File: src/rtl/microcode_sequencer_if.sv
// rtl/microcode_sequencer_if.sv - microcode ROM fetch and memory handshake bundle
interface microcode_sequencer_if #(
    parameter int AW = 5,
    parameter int UW = 40
);
    logic [AW-1:0] rom_addr;
    logic [UW-1:0] rom_data;
    logic          mem_req;
    logic          mem_ack;

    modport master (output rom_addr, output mem_req, input rom_data, input mem_ack);
    modport slave  (input rom_addr, input mem_req, output rom_data, output mem_ack);
endinterface

File: src/rtl/microcode_sequencer.sv
// rtl/microcode_sequencer.sv - microcode sequencer with RUN/WAIT/HALT control
// Optional return stack for CALL/RET enabled by macro MICROSEQ_STACK_EN.
module microcode_sequencer #(
    parameter int AW         = 5,
    parameter int NREG       = 12,
    parameter int CW         = 22,
    parameter int RESET_ADDR = 0,
    parameter int STK_DEPTH  = 4
) (
    input  logic                               clk,
    input  logic                               rst,
    microcode_sequencer_if.master              bus,
    input  logic                               cond,
    input  logic [AW-1:0]                      opcode,
    input  logic [$clog2(NREG+1)-1:0]          ir_wsel,
    input  logic [$clog2(NREG+1)-1:0]          ir_rsel,
    output logic [NREG-1:0]                    wr_en,
    output logic [NREG-1:0]                    rd_en,
    output logic [CW-1:0]                      ctrl,
    output logic                               halted,
    output logic [AW-1:0]                      upc,
    output logic                               stk_err
);
    localparam int SW       = $clog2(NREG+1);
    localparam int UW       = 5 + 2*SW + CW + AW;
    localparam int CTRL_LSB = AW;
    localparam int RSEL_LSB = AW + CW;
    localparam int WSEL_LSB = RSEL_LSB + SW;
    localparam int M_BIT    = WSEL_LSB + SW;
    localparam int MODE_LSB = M_BIT + 1;
    localparam int SP_BIT   = MODE_LSB + 3;

    localparam logic [2:0] MODE_SEQ  = 3'b000;
    localparam logic [2:0] MODE_BRT  = 3'b001;
    localparam logic [2:0] MODE_BRF  = 3'b010;
    localparam logic [2:0] MODE_DISP = 3'b011;
    localparam logic [2:0] MODE_CALL = 3'b100;
    localparam logic [2:0] MODE_RET  = 3'b101;
    localparam logic [2:0] MODE_HALT = 3'b111;

    typedef enum logic [1:0] {S_RUN, S_WAIT, S_HALT} state_t;

    state_t        state;
    logic [UW-1:0] uir;
    logic [UW-1:0] f_word;
    logic [2:0]    f_mode;
    logic [AW-1:0] f_nxt;
    logic [AW-1:0] upc_inc;
    logic [AW-1:0] next_addr;
    logic          advance;
    logic          push;
    logic          pop;

    assign bus.rom_addr = upc;
    assign f_mode       = bus.rom_data[MODE_LSB +: 3];
    assign f_nxt        = bus.rom_data[AW-1:0];
    assign upc_inc      = upc + AW'(1);
    assign advance      = (state == S_RUN && !uir[M_BIT]) || (state == S_WAIT && bus.mem_ack);

    // Instruction-register selects replace the ROM selects when SP is set.
    always_comb begin
        f_word = bus.rom_data;
        if (bus.rom_data[SP_BIT]) begin
            f_word[WSEL_LSB +: SW] = ir_wsel;
            f_word[RSEL_LSB +: SW] = ir_rsel;
        end
    end

`ifdef MICROSEQ_STACK_EN
    localparam int CNTW = $clog2(STK_DEPTH+1);
    localparam int IW   = (STK_DEPTH > 1) ? $clog2(STK_DEPTH) : 1;

    logic [AW-1:0]   stk [STK_DEPTH];
    logic [CNTW-1:0] sp_cnt;
    logic [CNTW-1:0] top_idx;
    logic            err_q;

    assign top_idx = sp_cnt - CNTW'(1);
`endif

    always_comb begin
        next_addr = f_nxt;
        push      = 1'b0;
        pop       = 1'b0;
        case (f_mode)
            MODE_BRT:  next_addr = cond ? f_nxt : upc_inc;
            MODE_BRF:  next_addr = cond ? upc_inc : f_nxt;
            MODE_DISP: next_addr = opcode;
`ifdef MICROSEQ_STACK_EN
            MODE_CALL: push = 1'b1;
            MODE_RET: begin
                pop       = 1'b1;
                next_addr = (sp_cnt == '0) ? AW'(RESET_ADDR) : stk[top_idx[IW-1:0]];
            end
`else
            MODE_CALL, MODE_RET: next_addr = f_nxt;
`endif
            MODE_HALT: next_addr = upc;
            default:   next_addr = f_nxt;
        endcase
    end

    always_ff @(posedge clk) begin
        if (rst) begin
            upc   <= AW'(RESET_ADDR);
            uir   <= '0;
            state <= S_RUN;
        end else begin
            case (state)
                S_RUN, S_WAIT: begin
                    if (advance) begin
                        uir   <= f_word;
                        upc   <= next_addr;
                        state <= (f_mode == MODE_HALT) ? S_HALT : S_RUN;
                    end else if (state == S_RUN) begin
                        state <= S_WAIT;
                    end
                end
                S_HALT:  uir <= '0;
                default: state <= S_RUN;
            endcase
        end
    end

`ifdef MICROSEQ_STACK_EN
    // A full-stack CALL still jumps; an empty-stack RET falls back to the reset address.
    always_ff @(posedge clk) begin
        if (rst) begin
            sp_cnt <= '0;
            err_q  <= 1'b0;
        end else if (advance) begin
            if (push) begin
                if (sp_cnt == CNTW'(STK_DEPTH)) begin
                    err_q <= 1'b1;
                end else begin
                    stk[sp_cnt[IW-1:0]] <= upc_inc;
                    sp_cnt              <= sp_cnt + CNTW'(1);
                end
            end else if (pop) begin
                if (sp_cnt == '0) err_q  <= 1'b1;
                else              sp_cnt <= top_idx;
            end
        end
    end

    assign stk_err = err_q;
`else
    assign stk_err = 1'b0;
`endif

    always_comb begin
        wr_en = '0;
        rd_en = '0;
        for (int k = 1; k <= NREG; k++) begin
            if (uir[WSEL_LSB +: SW] == SW'(k)) wr_en[k-1] = 1'b1;
            if (uir[RSEL_LSB +: SW] == SW'(k)) rd_en[k-1] = 1'b1;
        end
    end

    assign ctrl        = uir[CTRL_LSB +: CW];
    assign halted      = (state == S_HALT);
    assign bus.mem_req = uir[M_BIT] && (state == S_RUN || state == S_WAIT);
endmodule

File: src/flat_wrapper.sv
// flat-port wrapper written by rule: the top's interface ports become plain ports
module microcode_sequencer_flat 
#(
    parameter int AW         = 5,
    parameter int NREG       = 12,
    parameter int CW         = 22,
    parameter int RESET_ADDR = 0,
    parameter int STK_DEPTH  = 4
)
  (clk, rst, cond, opcode, ir_wsel, ir_rsel, wr_en, rd_en, ctrl, halted, upc, stk_err, bus_rom_addr, bus_mem_req, bus_rom_data, bus_mem_ack);
  microcode_sequencer_if #(.AW(AW), .UW((5 + 2*(4) + CW + AW))) bus_i ();
  input  logic clk;
  input  logic rst;
  input  logic cond;
  input  logic [AW-1:0] opcode;
  input  logic [$clog2(NREG+1)-1:0] ir_wsel;
  input  logic [$clog2(NREG+1)-1:0] ir_rsel;
  output logic [NREG-1:0] wr_en;
  output logic [NREG-1:0] rd_en;
  output logic [CW-1:0] ctrl;
  output logic halted;
  output logic [AW-1:0] upc;
  output logic stk_err;
  output wire logic [$bits(bus_i.rom_addr)-1:0] bus_rom_addr;
  output wire logic [$bits(bus_i.mem_req)-1:0] bus_mem_req;
  input wire logic [$bits(bus_i.rom_data)-1:0] bus_rom_data;
  input wire logic [$bits(bus_i.mem_ack)-1:0] bus_mem_ack;
  assign bus_rom_addr = bus_i.rom_addr;
  assign bus_mem_req = bus_i.mem_req;
  assign bus_i.rom_data = bus_rom_data;
  assign bus_i.mem_ack = bus_mem_ack;
  microcode_sequencer #(.AW(AW), .NREG(NREG), .CW(CW), .RESET_ADDR(RESET_ADDR), .STK_DEPTH(STK_DEPTH)) u_core (.clk(clk), .rst(rst), .bus(bus_i), .cond(cond), .opcode(opcode), .ir_wsel(ir_wsel), .ir_rsel(ir_rsel), .wr_en(wr_en), .rd_en(rd_en), .ctrl(ctrl), .halted(halted), .upc(upc), .stk_err(stk_err));
endmodule
File: config.mk
export PLATFORM = sky130hd
export DESIGN_NAME = microcode_sequencer_flat
export DESIGN_NICKNAME = d
export VERILOG_FILES = /design/src/rtl/microcode_sequencer_if.sv /design/src/rtl/microcode_sequencer.sv /design/src/flat_wrapper.sv
export SDC_FILE = /design/constraint.sdc
export NUM_CORES = 1
export LEC_CHECK = 0
export CELL_PAD_IN_SITES_DETAIL_PLACEMENT = 1
export CELL_PAD_IN_SITES_GLOBAL_PLACEMENT = 2
export CORE_MARGIN = 5
export CORE_UTILIZATION = 23
export CTS_BUF_LIST = sky130_fd_sc_hd__clkbuf_8
export CTS_CLUSTER_DIAMETER = 80
export DETAILED_ROUTE_END_ITERATION = 8
export PLACE_DENSITY = 0.88
export SLEW_MARGIN = 40
export SYNTH_ARGS = -nofsm -noshare
export SYNTH_HDL_FRONTEND = slang
export SYNTH_SLANG_ARGS = --single-unit
File: constraint.sdc
create_clock -name clk -period 4.6 [get_ports clk]
set_input_delay 0.46 -clock clk [delete_from_list [all_inputs] [get_ports clk]]
set_output_delay 0.46 -clock clk [all_outputs]
set_load 0.03 [all_outputs]
==> reports/qor.yml <==
global_route:
  grtUsageMet2: 0.2131
  overflow: 0
  grt_use_total: 0.1206
  grt_pass1_wl_mm: 11.23
  top_usage_layer: "met2"
  antenna_found_initial: 0
  grt_pass1_vias: 2316
  use_met1: 0.1445
  use_met3: 0.03119
  grt_max_degree: 25
final_layout:
  finish.instance_area_um2: 3282
  area_delta_synth_final_pct: 50.49
  drive_above_1_share: 0.06553
  post-route-util: 0.3552
  seq_area_um2: 760.7
  multiInputGateArea_um2: 1110
  fillers: 1115
  fin_nets: 408
  antenna_cells: 0
yosys:
  synth_compound_area_frac: 0.2031
  synth_seq_cells: 38
  syn_inst: 274
  syn_area_per_cell_um2: 7.959
  muxShareOfSynthArea: 0.04991
  synth_area_um2: 2181
  seq_area_frac_synth: 0.3488
  ys_warn_count: 0
  synth_fa_ha_area_frac: 0.005737
  synth_top_family_by_area: "simple AND/OR/NAND/NOR gates"
  synth_nets: 332
  synth_xor_area_frac: 0.004016
  synthDistinctLibCells: 39
  yosys.area_share.simple: 0.2421
clocking:
  numCtsBuffers: 5
  clockBufferDepth: 2
  post_cts_buffers: 0
  cts_tree: "yes"
  cts.sinks: 38
  root_buffer: "clkbuf_8"
  clock_latency_ns: 0.28
  clk_pin_slew_ns: 0.08
  htreeDepth: 2
  hold_buffers: 0
  cts_resized: 0
die:
  core_area_um2: 9240
  dieArea_um2: 11530
  start_util: 0.2360
  die_w_um: 107.4
  io-pin-count: 116
  die_y_um: 107.4
  rows: 35
routing:
  drt_drc_violations_left: 0
  ant_nets: 0
  first_iter_violations: 57
  wl_per_cell_um: 14.90
  vias_per_cell: 4.527
  wirelength_mm: 7.154
  dr_total_vias: 2173
  drt_first_pass_iters: 4
worst_setup_path:
  worstPathRequired_ns: 4.14
  worstPathArrival_ns: 2.29
  reg2regPathDepth: 3
  r2r_start: "u_core.state[1]"
  worstSetupPathType: "flip-flop to output pin"
  cp-startpoint: "u_core.state[1]"
  r2r_slack_ns: 2.73
  end_kind: "output pin"
  rr_endpoint: "u_core.uir[19]"
  startpoint_type: "flip-flop"
  cp_max_fo: 22
  endpoint: "halted"
sta:
  rsz0062_at_grt: "false"
  max_freq_mhz: 363.7
  setup_tns_ns: 0
  hold_viol_final: 0
  whs_ns: 0.4538
  finalCriticalPeriod_ns: 2.749
  fin_crit_sh: 0.5977
  finalMaxSlewViolations: 0
  tightest_slew_ns: 0.6759
  max_slew_margin: 0.5473
  finClkSkew_ns: 0.004058
  setup_viol: 0
power:
  internal-power_uw: 649.4
  ir_drop_mv: 0.1237
  seqPwrFrac: 0.399
  p_switching_uw: 356.6
  clkPwrFrac: 0.233
  total_leakage_power_uw: 0.001297
  combPwrFrac: 0.368
  power.density_nw_per_um2: 306.5
  sw_frac_of_total: 0.3545
placement:
  port_buffers: 114
  globalplace.congestion: 0.7723
  placed_cell_area_um2: 3188
  dp_hpwl_mm: 5.525
run_status:
  run_status: "finished clean"
hold_path:
  hold_path.class: "flip-flop to flip-flop"
job:
  drv_cap: 0
[final cells by class]
class,count,area share
multi-input combinational,186,0.3382
timing repair buffer,115,0.3485
inverter,4,0.004575
sequential,38,0.2318
clock inverter,2,0.002669
tap,129,0.04918
clock buffer,6,0.02516
[cell usage after synthesis, drive strengths merged]
cell type / count / area, um2
dfxtp: 38 / 760.7
nand2: 38 / 142.6
buf: 37 / 266.5
a21oi: 32 / 160.2
nor2: 25 / 93.84
nor3: 14 / 81.33
nand3: 12 / 60.06
o311a: 11 / 110.1
nand2b: 10 / 62.56
clkbuf: 9 / 33.78
o21ai: 8 / 40.04
mux2: 7 / 78.83
inv: 4 / 15.01
a311oi: 3 / 32.53
mux2i: 3 / 30.03
nor2b: 3 / 26.27
o2111ai: 2 / 17.52
o211a: 2 / 20.02
o221a: 2 / 22.52
a211oi: 1 / 7.510
a21o: 1 / 7.510
a221oi: 1 / 8.760
a41oi: 1 / 8.760
and2: 1 / 6.260
and3: 1 / 6.260
conb: 1 / 3.750
ha: 1 / 12.51
nand3b: 1 / 7.510
nor4: 1 / 21.27
o21bai: 1 / 7.510
or3: 1 / 11.26
or3b: 1 / 8.760
xnor2: 1 / 8.760
[worst min path at each step]
stage,slack [ns],from,end,cells past startpoint
detailed placement,0.45,u_core.uir[12],u_core.uir[12],2
CTS,0.46,u_core.uir[12],u_core.uir[12],2
floorplan,0.44,u_core.uir[11],u_core.uir[11],2
global placement,0.44,u_core.uir[19],u_core.uir[19],2
global route,0.48,u_core.uir[14],u_core.uir[14],2
finish,0.45,u_core.uir[12],u_core.uir[12],2
[per-stage QoR]
stage | power [uW] | setup WS, ns | cells
2_1_floorplan | 649.7 | 2.952 | 274
3_3_place_gp | 776.2 | 1.920 | 472
3_5_place_dp | 783.9 | 1.892 | 472
4_1_cts | 1025 | 1.566 | 480
5_1_grt | 1070 | 1.674 | 480
6_report | 1006 | 1.851 | 480
[flip-flops by register name, indices dropped and copies added (netlist names)]
signal,count
u_core.bus.rom_addr,5
u_core.state,2
u_core.uir,31
[cell families (layout without fill, tap and decap cells)]
family          count (synthesis)  in the layout
compound gates                 65             65
xor+xnor                        1              1
fa+ha+maj                       1              1
buf+inv                        50            127
flops                          38             38
mux                            10             10
other cells                     1              1
simple gates                  108            108
[critical path, cell delays in order, from the launching register on]
cell,delay [ns]
dfxtp_1,0.76
nand2b_2,0.42
inv_1,0.14
clkdlybuf4s50_1,0.68
[power groups by stage]
stage	Combinational (uW)	Clock, uW	Sequential [uW]
floorplan	243	0	406
global placement	369	0	408
detailed placement	375	0	409
CTS	377	247	402
global route	401	261	408
finish	371	234	401
[cells in the final DEF, fill, tap and decap left out, drive strengths merged, types with 5 or more instances in the layout]
master and n:
nand2 38, a21oi 32, nor2 25, dfxtp 38, clkbuf 6, inv 5, o21ai 8, nor3 14
mux2 7, o311a 11, nand2b 10, clkdlybuf4s50 113, nand3 12
[routing by layer]
| metal | up-vias | wire length, um |
|---|---|---|
| met2 | 70 | 3561 |
| met3 | 4 | 415 |
| met1 | 1012 | 3133 |
| met4 | 0 | 43 |
| li1 | 1087 | - |
| met5 | - | 0 |
Power figures use the tool's default switching activity.
